<file path="src/rtl/booth_csa_accum_if.sv">
// ----------------------------------------------------------------------------
// booth_csa_accum_if
//   Operand/result handshake bundle for booth_csa_accum.
//   Parameter W : operand width (product vectors are 2*W bits).
//   Signals:
//     in_valid  upstream -> block   operand pair valid
//     in_ready  block -> upstream   block can accept operands
//     a, b      upstream -> block   multiplicand / multiplier (W bits)
//     out_valid block -> downstream sum_vec/carry_vec hold a finished product
//     out_ready downstream -> block vectors consumed
//     sum_vec   block -> downstream carry-save sum vector (2W bits)
//     carry_vec block -> downstream carry-save carry vector, weight-aligned
//     busy      block -> system     high while a product is in flight or held
//   Modports: master (operand source / result sink), slave (the multiplier).
// ----------------------------------------------------------------------------
interface booth_csa_accum_if #(
   parameter int W = 8
);
   logic              in_valid;
   logic              in_ready;
   logic [W-1:0]      a;
   logic [W-1:0]      b;
   logic              out_valid;
   logic              out_ready;
   logic [2*W-1:0]    sum_vec;
   logic [2*W-1:0]    carry_vec;
   logic              busy;

   modport master (
      output in_valid, a, b, out_ready,
      input  in_ready, out_valid, sum_vec, carry_vec, busy
   );

   modport slave (
      input  in_valid, a, b, out_ready,
      output in_ready, out_valid, sum_vec, carry_vec, busy
   );
endinterface

</file>
<file path="src/rtl/booth_csa_accum.sv">
// ----------------------------------------------------------------------------
// booth_csa_accum
//   Iterative radix-4 Booth multiplier front end. One Booth digit per cycle is
//   folded into a carry-save (sum, carry) register pair through a single 3:2
//   compressor row. The finished pair is offered on a valid/ready handshake;
//   downstream forms a*b as (sum_vec + carry_vec) mod 2^(2W).
//
//   Parameter W : operand width, even and >= 4 (must match the interface W).
//   Ports:
//     clk    rising-edge clock
//     rst_n  asynchronous active-low reset
//     bus    booth_csa_accum_if.slave: in_valid/in_ready/a/b,
//            out_valid/out_ready/sum_vec/carry_vec, busy
//
//   Build option BOOTH_UNSIGNED_EN: when defined, a and b are unsigned; the
//   multiplier is zero-extended by two bits and W/2+1 digits are retired.
//   Otherwise operands are two's complement and W/2 digits are retired.
// ----------------------------------------------------------------------------
module booth_csa_accum #(
   parameter int W = 8
) (
   input  logic               clk,
   input  logic               rst_n,
   booth_csa_accum_if.slave   bus
);

   localparam int unsigned PW = 2 * W;
`ifdef BOOTH_UNSIGNED_EN
   localparam int unsigned N  = W / 2 + 1;
`else
   localparam int unsigned N  = W / 2;
`endif
   // multiplier register holds {ext, b, 1'b0}: 2N+1 bits covers every triplet
   localparam int unsigned MW = 2 * N + 1;
   localparam int unsigned CW = $clog2(N);
   localparam logic [CW-1:0] LAST = CW'(N - 1);

   typedef enum logic [1:0] {
      IDLE = 2'd0,
      RUN  = 2'd1,
      DONE = 2'd2
   } state_t;

   state_t           state;
   state_t           state_nx;

   logic [W-1:0]     areg;
   logic [MW-1:0]    mreg;
   logic [CW-1:0]    cnt;
   logic [PW-1:0]    sum_q;
   logic [PW-1:0]    carry_q;

   logic             accept;
   logic [2:0]       trip;
   logic             sel_one;
   logic             sel_two;
   logic             neg;
   logic [PW-1:0]    aext;
   logic [PW-1:0]    mag;
   logic [PW-1:0]    shifted;
   logic [PW-1:0]    pp;
   logic [PW-1:0]    csa_sum;
   logic [PW-1:0]    csa_maj;
   logic [PW-1:0]    csa_carry;

   assign accept = (state == IDLE) && bus.in_valid;

   // -------------------------------------------------------------------------
   // control FSM
   // -------------------------------------------------------------------------
   always_ff @(posedge clk or negedge rst_n) begin
      if (!rst_n) begin
         state <= IDLE;
      end else begin
         state <= state_nx;
      end
   end

   always_comb begin
      state_nx = state;
      unique case (state)
         IDLE: if (bus.in_valid)    state_nx = RUN;
         RUN:  if (cnt == LAST)     state_nx = DONE;
         DONE: if (bus.out_ready)   state_nx = IDLE;
         default:                   state_nx = IDLE;
      endcase
   end

   // -------------------------------------------------------------------------
   // Booth digit selection: triplet {b[2i+1], b[2i], b[2i-1]} sits at
   // mreg[2i+2:2i] because of the appended zero below b[0].
   // -------------------------------------------------------------------------
   always_comb begin
      trip = '0;
      for (int unsigned i = 0; i < N; i++) begin
         if (cnt == CW'(i)) trip = mreg[2*i +: 3];
      end
   end

   always_comb begin
      sel_one = 1'b0;
      sel_two = 1'b0;
      neg     = 1'b0;
      unique case (trip)
         3'b001, 3'b010: sel_one = 1'b1;
         3'b011:         sel_two = 1'b1;
         3'b100: begin   sel_two = 1'b1; neg = 1'b1; end
         3'b101, 3'b110: begin sel_one = 1'b1; neg = 1'b1; end
         default: ;      // 000 / 111: zero digit
      endcase
   end

`ifdef BOOTH_UNSIGNED_EN
   assign aext = {{W{1'b0}}, areg};
`else
   assign aext = {{W{areg[W-1]}}, areg};
`endif

   assign mag     = sel_two ? (aext << 1) : (sel_one ? aext : '0);
   assign shifted = mag << {cnt, 1'b0};

   // Negative digits invert the already-shifted row, so the two's-complement
   // hot one lands at bit 0, which the left-shifted carry vector always leaves
   // free. That lets the +1 ride in the same compressor row.
   assign pp = neg ? ~shifted : shifted;

   assign csa_sum   = sum_q ^ carry_q ^ pp;
   assign csa_maj   = (sum_q & carry_q) | (sum_q & pp) | (carry_q & pp);
   assign csa_carry = {csa_maj[PW-2:0], neg};

   // -------------------------------------------------------------------------
   // datapath registers
   // -------------------------------------------------------------------------
   always_ff @(posedge clk or negedge rst_n) begin
      if (!rst_n) begin
         areg    <= '0;
         mreg    <= '0;
         cnt     <= '0;
         sum_q   <= '0;
         carry_q <= '0;
      end else if (accept) begin
         areg    <= bus.a;
`ifdef BOOTH_UNSIGNED_EN
         mreg    <= {2'b00, bus.b, 1'b0};
`else
         mreg    <= {bus.b, 1'b0};
`endif
         cnt     <= '0;
         sum_q   <= '0;
         carry_q <= '0;
      end else if (state == RUN) begin
         sum_q   <= csa_sum;
         carry_q <= csa_carry;
         if (cnt != LAST) cnt <= cnt + 1'b1;
      end
   end

   assign bus.in_ready  = (state == IDLE);
   assign bus.out_valid = (state == DONE);
   assign bus.busy      = (state == RUN) || (state == DONE);
   assign bus.sum_vec   = sum_q;
   assign bus.carry_vec = carry_q;

endmodule
</file>
<file path="src/flat_wrapper.sv">
// flat-port wrapper written by rule: the top's interface ports become plain ports
module booth_csa_accum_flat 
#(
   parameter int W = 8
)
  (clk, rst_n, bus_in_valid, bus_a, bus_b, bus_out_ready, bus_in_ready, bus_out_valid, bus_sum_vec, bus_carry_vec, bus_busy);
  booth_csa_accum_if #(.W(W)) bus_i ();
  input  logic clk;
  input  logic rst_n;
  input wire logic [$bits(bus_i.in_valid)-1:0] bus_in_valid;
  input wire logic [$bits(bus_i.a)-1:0] bus_a;
  input wire logic [$bits(bus_i.b)-1:0] bus_b;
  input wire logic [$bits(bus_i.out_ready)-1:0] bus_out_ready;
  output wire logic [$bits(bus_i.in_ready)-1:0] bus_in_ready;
  output wire logic [$bits(bus_i.out_valid)-1:0] bus_out_valid;
  output wire logic [$bits(bus_i.sum_vec)-1:0] bus_sum_vec;
  output wire logic [$bits(bus_i.carry_vec)-1:0] bus_carry_vec;
  output wire logic [$bits(bus_i.busy)-1:0] bus_busy;
  assign bus_i.in_valid = bus_in_valid;
  assign bus_i.a = bus_a;
  assign bus_i.b = bus_b;
  assign bus_i.out_ready = bus_out_ready;
  assign bus_in_ready = bus_i.in_ready;
  assign bus_out_valid = bus_i.out_valid;
  assign bus_sum_vec = bus_i.sum_vec;
  assign bus_carry_vec = bus_i.carry_vec;
  assign bus_busy = bus_i.busy;
  booth_csa_accum #(.W(W)) u_core (.clk(clk), .rst_n(rst_n), .bus(bus_i));
endmodule
</file>
<file path="config.mk">
export PLATFORM = sky130hd
export DESIGN_NAME = booth_csa_accum_flat
export DESIGN_NICKNAME = d
export VERILOG_FILES = /design/src/rtl/booth_csa_accum_if.sv /design/src/rtl/booth_csa_accum.sv /design/src/flat_wrapper.sv
export SDC_FILE = /design/constraint.sdc
export NUM_CORES = 1
export LEC_CHECK = 0
export BUFFER_PORTS_ARGS = -buffer_cell sky130_fd_sc_hd__buf_2
export CORE_ASPECT_RATIO = 0.75
export CORE_MARGIN = 1
export CORE_UTILIZATION = 25
export DETAILED_ROUTE_END_ITERATION = 8
export PLACE_DENSITY = 0.51
export SLEW_MARGIN = 20
export SYNTH_ARGS = -nofsm -noshare
export SYNTH_HDL_FRONTEND = slang
export SYNTH_SLANG_ARGS = --single-unit
</file>
<file path="constraint.sdc">
create_clock -name clk -period 8.1 [get_ports clk]
set_input_delay 0.81 -clock clk [delete_from_list [all_inputs] [get_ports clk]]
set_output_delay 0.81 -clock clk [all_outputs]
set_load 0.05 [all_outputs]
</file>
# Yosys cells after proc, flatten, opt, wreduce, memory -nomap -nowiden
# Cells that the tools add are included.
# W data, S select, Z words.
[totals]
output_inout_bits = 35
word_cells = 63
in_bits = 20
register_bits = 52
[op_classes]
n_eq_ne = 15
n_reduce_logical = 11
bitwise_logic = 8
n_addsub = 1
shifts = 1
muxes = 21
[ops]
columns = ["operator", "count"]
rows = [
  ["$mux W16", 7],
  ["$and A15 B15 Y15", 3],
  ["$xor A16 B16 Y16", 2],
  ["$or A15 B15 Y15", 2],
  ["$not A16 Y16", 1],
  ["$shl A16 B3 Y16", 1],
  ["$mux W2", 6],
  ["$mux W3", 4],
  ["$eq A3 B3 Y1 const B", 3],
  ["$eq A2 B2 Y1 const B", 3],
  ["$eq A3 B2 Y1 const B", 2],
  ["$ne A2 B2 Y1 const B", 3],
  ["$pmux W2 S3", 1],
  ["$eq A2 B1 Y1 const B", 2],
  ["$logic_not A2 Y1", 2],
  ["$reduce_bool A2 Y1", 2],
  ["$reduce_or A4 Y1", 1],
  ["$eq A3 B1 Y1 const B", 1],
  ["$mux W1", 3],
  ["$reduce_and A3 Y1", 1],
  ["$reduce_or A3 Y1", 1],
  ["$add A2 B1 Y2 const B", 1],
  ["$ne A2 B1 Y1 const B", 1],
  ["$reduce_and A2 Y1", 1],
  ["other kinds (3)", 3],
]

# Longest topological paths before layout
# Gate-level depths: netlist (run 1).
[logic_depth]
word_depth = 18
depth_mapped = 21

# Worst setup path before layout (run 1)
# OpenSTA, ideal clock, no wires.
[synth_path]
kind = "register -> register"
startpoint = "reg u_core.cnt[1]"
endpoint = "reg u_core.sum_q[8], in the netlist u_core.bus.sum_vec[8]"
slack_ps = 4414
arrival_ps = 3592
stages_incl_launch_ff = 20
synth_period_minus_slack_ps = 3686
path_cell_list = "dfrtp_1 > clkinv_1 > ha_1 > nand2_1 > nor2_1 > a21oi_1 > nor2_1 > a21oi_1 > nor2_1 > a21o_1 > ha_1 > inv_1 > and3_1 > a21oi_1 > a21oi_1 > mux2_2 > a22oi_1 > xor2_1 > fa_1 > a211oi_1"
[synth_via]
elab_chain_cells = 16
elab_cells_between_ends = 28
[synth_lines]
columns = ["item", "line", "rtl"]
rows = [
  ["from (decl)", "booth_csa_accum.sv:49", "logic [CW-1:0] cnt;"],
  ["from (signal assigned)", "booth_csa_accum.sv:154", "if (cnt != LAST) cnt <= cnt + 1'b1;"],
  ["$logic_not A2 Y1", "booth_csa_accum.sv:96", "if (cnt == CW'(i)) trip = mreg[2*i +: 3];"],
  ["$mux W3 (4 in a row)", "booth_csa_accum.sv:96", ""],
  ["$eq A3 B1 Y1, or another cell as far along", "booth_csa_accum.sv:104", "unique case (trip)"],
  ["$reduce_or A4 Y1 (no source line)", "n/a", ""],
  ["$mux W1", "booth_csa_accum.sv:104", ""],
  ["$mux W16 (2 in a row)", "booth_csa_accum.sv:119", "assign mag = sel_two ? (aext << 1) : (sel_one ? aext : '0);"],
  ["$shl A16 B3 Y16", "booth_csa_accum.sv:120", "assign shifted = mag << {cnt, 1'b0};"],
  ["$not A16 Y16", "booth_csa_accum.sv:125", "assign pp = neg ? ~shifted : shifted;"],
  ["$mux W16 *", "booth_csa_accum.sv:125", ""],
  ["$xor A16 B16 Y16 *", "booth_csa_accum.sv:127", "assign csa_sum = sum_q ^ carry_q ^ pp;"],
  ["$mux W16 *", "booth_csa_accum.sv:151", "end else if (state == RUN) begin"],
  ["$mux W16 *", "booth_csa_accum.sv:141", "end else if (accept) begin"],
  ["to (signal assigned)", "booth_csa_accum.sv:152", "sum_q <= csa_sum;"],
  ["to (decl)", "booth_csa_accum.sv:50", "logic [PW-1:0] sum_q;"],
]
# Mark *: on every way between the ends. The rest lies on a longest branch, timed or not. The select of a mux whose other input is x is not followed.
# A chain may end at the register's enable or synchronous reset.

# Final worst setup path (run 1)
[layout_path]
startpoint = "reg u_core.cnt[1]"
endpoint = "reg u_core.sum_q[6], in the netlist u_core.bus.sum_vec[6]"
# Same word-level chain as after synthesis.

==> results of run 1 <==
## sequential cells by signal, summed over array words and instances, names as in the netlist
name                  count
u_core.cnt                2
u_core.areg               8
u_core.bus.carry_vec     16
u_core.bus.sum_vec       16
u_core.mreg               8
u_core.state              2
## through the flow
step                      setup WS, ns  hold WS [ns]  util (%)  cells
after floorplan                   4.41         0.481         -    373
after global placement            3.47         0.506      28.9    586
after detailed placement          3.42         0.518      28.9    586
after CTS                         3.37         0.536      29.8    593
after global routing              2.85         0.552      29.8    593
final                             3.33         0.535      29.8    593
## critical path: cells and delay by family (launching register included)
| family | cells | cell delay (ns) |
|---|---|---|
| compound gates | 4 | 0.67 |
| xor+xnor | 1 | 0.26 |
| fa+ha+maj | 3 | 1.10 |
| buf+inv | 2 | 0.64 |
| flops | 1 | 0.70 |
| mux | 2 | 0.56 |
| simple gates | 6 | 0.74 |
## cells in the final DEF, fill, tap and decap left out, types with 10 or more instances in the layout
cell and instances:
a211oi_1 20, a21oi_1 17, buf_2 54, dfrtp_1 52, fa_1 15, ha_1 10
inv_1 42, mux2_2 28, nand2_1 21, nor2_1 47, o21ai_0 12, xor2_1 11
## Yosys cell counts (5+ instances only)
master / number
nand3_1: 8
nand2_1: 21
xor2_1: 11
clkbuf_1: 10
fa_1: 15
nor2_1: 47
xnor2_1: 5
o21ai_0: 12
ha_1: 11
mux2i_1: 8
a21oi_1: 17
a211oi_1: 20
dfrtp_1: 52
inv_1: 42
mux2_2: 28
## how the worst min path moves through the flow
stage	slack, ns	cells after the start	end	startpoint
floorplan	0.48	1	u_core.mreg[3]	u_core.mreg[3]
finish	0.54	1	u_core.mreg[5]	u_core.mreg[5]
global route	0.55	1	u_core.mreg[6]	u_core.mreg[6]
CTS	0.54	1	u_core.mreg[1]	u_core.mreg[1]
global placement	0.51	1	u_core.mreg[1]	u_core.mreg[1]
detailed placement	0.52	1	u_core.mreg[1]	u_core.mreg[1]
## per-layer routing
layer | GRT usage (%) | wire length [µm]
met5 | 0 | 0
met4 | 2.12 | 33
met3 | 3.32 | 499
met2 | 19.4 | 3690
met1 | 18.0 | 4420
## cell families (layout without fill, tap and decap cells)
family / after synthesis / after routing / share of synthesized area, %
AO/OA/AOI/OAI: 79 / 79 / 15.2
XOR/XNOR: 16 / 16 / 3.93
adder cells (fa/ha/maj): 26 / 26 / 12.3
buffers and inverters: 63 / 108 / 7.01
flip-flops: 52 / 52 / 36.5
multiplexers: 37 / 37 / 11.4
AND/OR/NAND/NOR: 100 / 100 / 13.7
## area by class of cell
cell class,count,area [µm²]
Sequential cell,52,1300
Clock buffer,6,129
Clock inverter,1,5.00
Fill cell,1452,9710
Inverter,45,169
Timing Repair Buffer,56,285
Multi-Input combinational cell,258,2020
Tap cell,175,219
==> flow_metrics.tcl, run 1 <==
set metrics [dict create \
    ys_types 55 \
    cp.required_ns 8.30 \
    startpoint "u_core.cnt[1]" \
    critPathSlowestCell "dfrtp_1" \
    dpl_cell_area_mm2 0.00400 \
    gp_congestion 0.869 \
    die-area_mm2 0.0148 \
    vias 2731 \
    dp_hpwl_um 6390 \
    grt_use_total_pct 12.7 \
    cts-resized-gates 0 \
    areaGrowthSynthToFinish_pct 15.7 \
    path_max_fanout 17 \
    ys.flop_type "dfrtp_1" \
    yosys-top-cells-area "dfrtp_1 (36%), mux2_2 (8.8%), fa_1 (8.4%)" \
    ctsHoldBuffers 0 \
    maxCapViolations 0 \
    h-tree-depth 2 \
    relSlewSlack_pct 41.5 \
    cts_root_buf "clkbuf_16" \
    port_buffers 54 \
    synth_top_cell_by_area "dfrtp_1" \
    path_cells "clkinv_1 -> ha_1 -> nand2_1 -> nor2_1 -> a21oi_1 -> nor2_1 -> a21oi_1 -> nor2_1 -> a21oi_1 -> ha_1 -> clkinv_1 -> nor3_4 -> nor2_2 -> mux2_1 -> mux2i_1 -> xor2_1 -> fa_1 -> a211oi_1" \
    boundaryPins 55 \
    antenna_found_initial 0 \
    r2r_end "u_core.bus.sum_vec[6]" \
    final_nets 464 \
    overflow 0 \
    synth_top_area_share_pct 36.5 \
    grt_pass1_wl_um 14800 \
    synth-async-reset-ratio_pct 100 \
    finClkSkew_ns 0.00407 \
    drt_iter0_markers 106 \
    cts_buffers 5 \
    timing.rr.start "u_core.cnt[1]" \
    avgRoutedWirePerCell_um 14.6 \
    postCtsSetupRepairBufs 0 \
    core.rowCount 37 \
    tns_ns 0 \
    clockBufferDepth 2 \
    drc 0 \
    die_height_um 105 \
    rsz0062_at_grt "false" \
    ant_nets 0 \
    final_layout_size_suffix_gt1_share_pct 25.6 \
    end_kind "register" \
    fmax_mhz 209 \
    grt_start_max_net_pins 54 \
    syn_nets 419 \
    vias_per_cell 4.61 \
    worstPathArrival_ns 4.97 \
    final_cell_area_mm2 0.00413 \
    worst_slew_pin_slew_ns 0.875 \
    hold_viol 0 \
    fp.coreArea_mm2 0.0138 \
    syn-cell-area_mm2 0.00357 \
    hp-class "reg -> reg" \
    die_x_um 140 \
    cp_slowest_stage_delay_ns 0.70 \
    diodes 0 \
    clkLatencyLatePin_ns 0.29 \
    cp-start-kind "register" \
    synth_edf_count 0 \
    clk_pin_slew_worst_paths_ns 0.07 \
    clock_sinks 52 \
    yosys_register_bits 52 \
    rrSetupSlack_ns 3.33 \
    crit_end "u_core.bus.sum_vec[6]" \
    drtPass1Iterations 4 \
    avgSynthCellArea_um2 9.57 \
    first_global_vias 2846 \
    layout_min_cycle_time_ns 4.77 \
    synth_cells 373 \
    drv_slew 0 \
    yosysWarningCount 0 \
    initial_utilization_pct 25.8 \
    min_period_over_period_pct 58.9 \
    cts_tree "done" \
    critPathKind "reg -> reg" \
    setup_viol 0 \
    ys_seq_area_share_pct 36.5 \
    wl_um 8640 \
    status "finished, final reports clean" \
    r2r_cells 18 \
]
Power of run 1 is not shown: default switching activity piles up to over one toggle a cycle in this logic, so the estimate is an artifact.
==> run 2, diff against run 1 <==
==> constraint.sdc (replaced) <==
create_clock -name clk -period 4.91 [get_ports clk]
set_input_delay 0.491 -clock clk [delete_from_list [all_inputs] [get_ports clk]]
set_output_delay 0.491 -clock clk [all_outputs]
set_load 0.05 [all_outputs]
==> run 2 against run 1 <==
Critical path depth fell by 2. Sequential share of layout area decreased by 0.38 points. Wire length shrank 0.60%. Core utilization up 0.36 points. Worst setup slack got worse by 2.4 ns. Non-clock buffer count rose by 5. Via count up 0.59%. Hold slack lost 0.21 ns. Design area increased by 1.2%. Die area unchanged. Sequential cell count unchanged. Largest cell class unchanged. Highest routed layer unchanged.
==> flow_metrics.tcl, run 2 (same netlist as run 1, synthesis figures left out) <==
set metrics [dict create \
    drt_iter0_markers 101 \
    final_common_cell "buf_2" \
    ant_nets 0 \
    layout_min_cycle_time_ns 4.01 \
    antenna_found_initial 0 \
    cts-resized-gates 0 \
    final_layout_size_suffix_gt1_share_pct 26.4 \
    relSlewSlack_pct 53.4 \
    finClkSkew_ns 0.00872 \
    fp.coreArea_mm2 0.0138 \
    path_max_fanout 10 \
    boundaryPins 55 \
    grt_pass1_wl_um 14400 \
    clk_pin_slew_worst_paths_ns 0.07 \
    clock_sinks 52 \
    fmax_mhz 249 \
    clockBufferDepth 2 \
    initial_utilization_pct 25.8 \
    gp_congestion 0.861 \
    vias_per_cell 4.59 \
    clkLatencyLatePin_ns 0.29 \
    rsz0062_at_grt "false" \
    postCtsSetupRepairBufs 0 \
    wl_um 8590 \
    cts_buffers 5 \
    diodes 0 \
    drv_slew 0 \
    final_nets 469 \
    areaGrowthSynthToFinish_pct 17.1 \
    first_global_vias 2744 \
    status "finished, final reports clean" \
    critPathKind "reg -> reg" \
    cts_root_buf "clkbuf_16" \
    tns_ns 0 \
    hold_viol 0 \
    drtPass1Iterations 4 \
    maxCapViolations 0 \
    worst_slew_pin_slew_ns 0.699 \
    port_buffers 54 \
    mostFrequentLayoutCells "buf_2 (54), dfrtp_1 (52), nor2_1 (47), inv_1 (42), mux2_2 (28)" \
    end_kind "register" \
    worstPathArrival_ns 4.21 \
    drc 0 \
    grt_use_total_pct 12.4 \
    die-area_mm2 0.0148 \
    cp.required_ns 5.11 \
    vias 2747 \
    cp-start-kind "register" \
    core.rowCount 37 \
    avgRoutedWirePerCell_um 14.3 \
    cts_tree "done" \
    setup_viol 0 \
    die_height_um 105 \
    dp_hpwl_um 6350 \
    hp-class "in -> async" \
    die_x_um 140 \
    ctsHoldBuffers 0 \
    overflow 0 \
    grt_start_max_net_pins 54 \
    min_period_over_period_pct 81.7 \
    h-tree-depth 2 \
]
==> run 2: changes by cell type in the layout (fill, tap and decap cells not counted) <==
| cell | delta |
|---|---|
| buf_4 | +5 |
| clkbuf_1 | +1 |
| clkbuf_8 | +1 |
| clkinv_2 | -1 |
==> run 2: path summary, 6_finish.rpt <==
| check | startpoint | endpoint | slack [ns] | depth (start not counted) |
|---|---|---|---|---|
| setup reg to reg | u_core.cnt[0] | u_core.bus.sum_vec[6] | 0.90 | 16 |
| hold reg to reg | u_core.mreg[5] | u_core.mreg[5] | 0.53 | 1 |
| min in group clk | bus_b[0] | u_core.mreg[1] | 0.43 | 2 |
| hold / removal | rst_n | u_core.bus.sum_vec[3] | 0.33 | 2 |
| setup / recovery | u_core.cnt[0] | u_core.bus.sum_vec[6] | 0.90 | 16 |
| max in group asynchronous | rst_n | u_core.bus.sum_vec[14] | 4.12 | 2 |
==> run 2: worst max-delay path, cell delays in order (launching register included) <==
cell and delay (ns):
dfrtp_1 0.47, inv_2 0.09, buf_4 0.18, ha_1 0.28, nor2_1 0.07, a21oi_1 0.13
nor2_1 0.07, a21oi_1 0.19, ha_1 0.31, clkinv_1 0.21, nor3_4 0.36, nor2_2 0.14
mux2_1 0.34, mux2i_1 0.22, xor2_1 0.22, fa_1 0.43, a211oi_1 0.21
==> run 2: per-stage QoR <==
stage / instance area [µm²] / hold slack, ns / util [%] / worst slack [ns] / cells
3_3_place_gp: 4030 / 0.511 / 29.1 / 0.940 / 591
3_5_place_dp: 4030 / 0.516 / 29.1 / 0.895 / 591
4_1_cts: 4180 / 0.368 / 30.2 / 0.877 / 599
6_report: 4180 / 0.326 / 30.2 / 0.898 / 599
2_1_floorplan: 3570 / 0.195 / - / 1.22 / 373
5_1_grt: 4180 / 0.388 / 30.2 / 0.510 / 599
==> run 2: routing by layer <==
| metal | GRT usage, % | part of all wire [%] | wire, µm | vias to the layer above |
|---|---|---|---|---|
| met1 | 18.8 | 54 | 4670 | 1311 |
| met4 | 1.96 | 0.40 | 34 | 0 |
| met3 | 3.18 | 5.2 | 445 | 5 |
| met5 | 0 | 0 | 0 | - |
| met2 | 17.6 | 40 | 3440 | 66 |
| li1 | - | - | - | 1365 |
==> run 2: final cells by class <==
class | count | area [µm²]
multi-input combinational | 258 | 2020
timing repair buffer | 61 | 323
clock buffer | 8 | 146
tap | 175 | 219
sequential | 52 | 1300
fill | 1458 | 9660
inverter | 45 | 169
Power of run 2 is left out for the same reason.
==> run 3, diff against run 2 <==
==> constraint.sdc (replaced) <==
create_clock -name clk -period 4.2 [get_ports clk]
set_input_delay 0.42 -clock clk [delete_from_list [all_inputs] [get_ports clk]]
set_output_delay 0.42 -clock clk [all_outputs]
set_load 0.05 [all_outputs]
==> run 3 against run 2 <==
Wire length about the same. First-iteration DRC count is 27% higher. Critical path depth increased by 3. Via count grew 0.80%. Register-to-register slack got worse by 0.51 ns. Maximum frequency is 5.2% higher. Non-clock buffer count rose by 2. Cell count up 0.33%. Hold slack lost 0.075 ns. Die area did not move. Critical endpoint is now u_core.bus.sum_vec[8]. Largest cell class unchanged.
==> flow_metrics.tcl, run 3 (same netlist as run 1, synthesis figures left out) <==
set metrics [dict create \
    status "finished, final reports clean" \
    boundaryPins 55 \
    mostFrequentLayoutCells "buf_2 (54), dfrtp_1 (52), nor2_1 (47), inv_1 (42), mux2_2 (28)" \
    clk_pin_slew_worst_paths_ns 0.07 \
    cts_buffers 5 \
    ant_nets 0 \
    postCtsSetupRepairBufs 0 \
    areaGrowthSynthToFinish_pct 17.7 \
    maxCapViolations 0 \
    cp-start-kind "register" \
    vias 2769 \
    rsz0062_at_grt "false" \
    clock_sinks 52 \
    cts_root_buf "clkbuf_16" \
    initial_utilization_pct 25.8 \
    r2r_cells 19 \
    wl_um 8580 \
    first_global_vias 2813 \
    avgRoutedWirePerCell_um 14.3 \
    routed.top_layer "met4" \
    end_kind "register" \
    clockBufferDepth 2 \
    final_common_cell "buf_2" \
    hold_viol 0 \
    cp_slowest_stage_delay_ns 0.43 \
    core.rowCount 37 \
    path_cells "clkinv_1 -> ha_1 -> nand2_1 -> nor2_1 -> a21oi_1 -> nor2_1 -> a21oi_1 -> nor2_1 -> a21o_1 -> ha_2 -> inv_1 -> and3_1 -> a21oi_1 -> a21oi_1 -> mux2_2 -> a22oi_1 -> xor2_1 -> fa_1 -> a211oi_1" \
    vias_per_cell 4.61 \
    final_layout_size_suffix_gt1_share_pct 27.2 \
    critPathKind "reg -> reg" \
    drtPass1Iterations 5 \
    finClkSkew_ns 0.00652 \
    grt_start_max_net_pins 54 \
    drt_iter0_markers 128 \
    die_height_um 105 \
    clkLatencyLatePin_ns 0.29 \
    hp-class "in -> async" \
    fp.coreArea_mm2 0.0138 \
    final_nets 471 \
    drc 0 \
    relSlewSlack_pct 41.1 \
    grt_pass1_wl_um 14900 \
    m1WireLength_um 4570 \
    diodes 0 \
    worst_slew_pin_slew_ns 0.881 \
    antenna_found_initial 0 \
    path_max_fanout 8 \
    drv_slew 0 \
    h-tree-depth 2 \
    die_x_um 140 \
    wl_met3_um 380 \
    cp.required_ns 4.40 \
    cts_tree "done" \
    fmax_mhz 262 \
    min_period_over_period_pct 90.8 \
    worstPathArrival_ns 4.01 \
    port_buffers 54 \
    critPathSlowestCell "fa_1" \
    crit_path_frequent_cell "a21oi_1" \
    layout_min_cycle_time_ns 3.82 \
    grt_use_total_pct 12.7 \
    dp_hpwl_um 6270 \
    overflow 0 \
    dr_wl_met2_um 3590 \
    die-area_mm2 0.0148 \
    setup_viol 0 \
    tns_ns 0 \
    gp_congestion 0.850 \
]
==> run 3: path summary, 6_finish.rpt <==
path,from,slack (ns),end
max in group asynchronous,rst_n,3.47,u_core.areg[7]
hold / removal,rst_n,0.25,u_core.bus.carry_vec[3]
setup reg to reg,u_core.cnt[1],0.38,u_core.bus.sum_vec[8]
setup / recovery,u_core.cnt[1],0.38,u_core.bus.sum_vec[8]
min in group clk,bus_a[7],0.35,u_core.areg[7]
hold reg to reg,u_core.mreg[1],0.51,u_core.mreg[1]
==> run 3: through the flow <==
stage	hold slack [ns]	utilization [%]	area, µm²	cells	setup slack, ns
finish	0.251	30.3	4200	601	0.385
global route	0.323	30.3	4200	601	0.0222
CTS	0.297	30.3	4190	601	0.298
detailed placement	0.503	29.2	4050	593	0.325
global placement	0.497	29.2	4050	593	0.343
floorplan	0.124	-	3570	373	0.514
==> run 3: critical path, delay by kind of cell, from the launching register on <==
kind	cells	cell delay, ns
fa+ha+maj	3	1.07
compound gates	7	1.07
xor+xnor	1	0.20
mux	1	0.30
flops	1	0.36
simple gates	5	0.44
buf+inv	2	0.28
==> run 3: repair_timing <==
item,4_1_cts,5_1_grt
resized for setup,0,2
hold buffers,0,0
endpoints found under the setup margin,0,4
==> run 3: layout make-up <==
type | count | area (µm²)
Tap cell | 175 | 219
Fill cell | 1459 | 9640
Inverter | 45 | 169
Timing Repair Buffer | 63 | 338
Multi-Input combinational cell | 258 | 2030
Sequential cell | 52 | 1300
Clock buffer | 8 | 146
==> run 3: layer usage <==
metal	global-route usage (%)	up-vias
met3	3.00	4
li1	-	1364
met5	0	-
met4	1.26	0
met1	19.3	1332
met2	18.5	69
Power of run 3 is left out for the same reason.
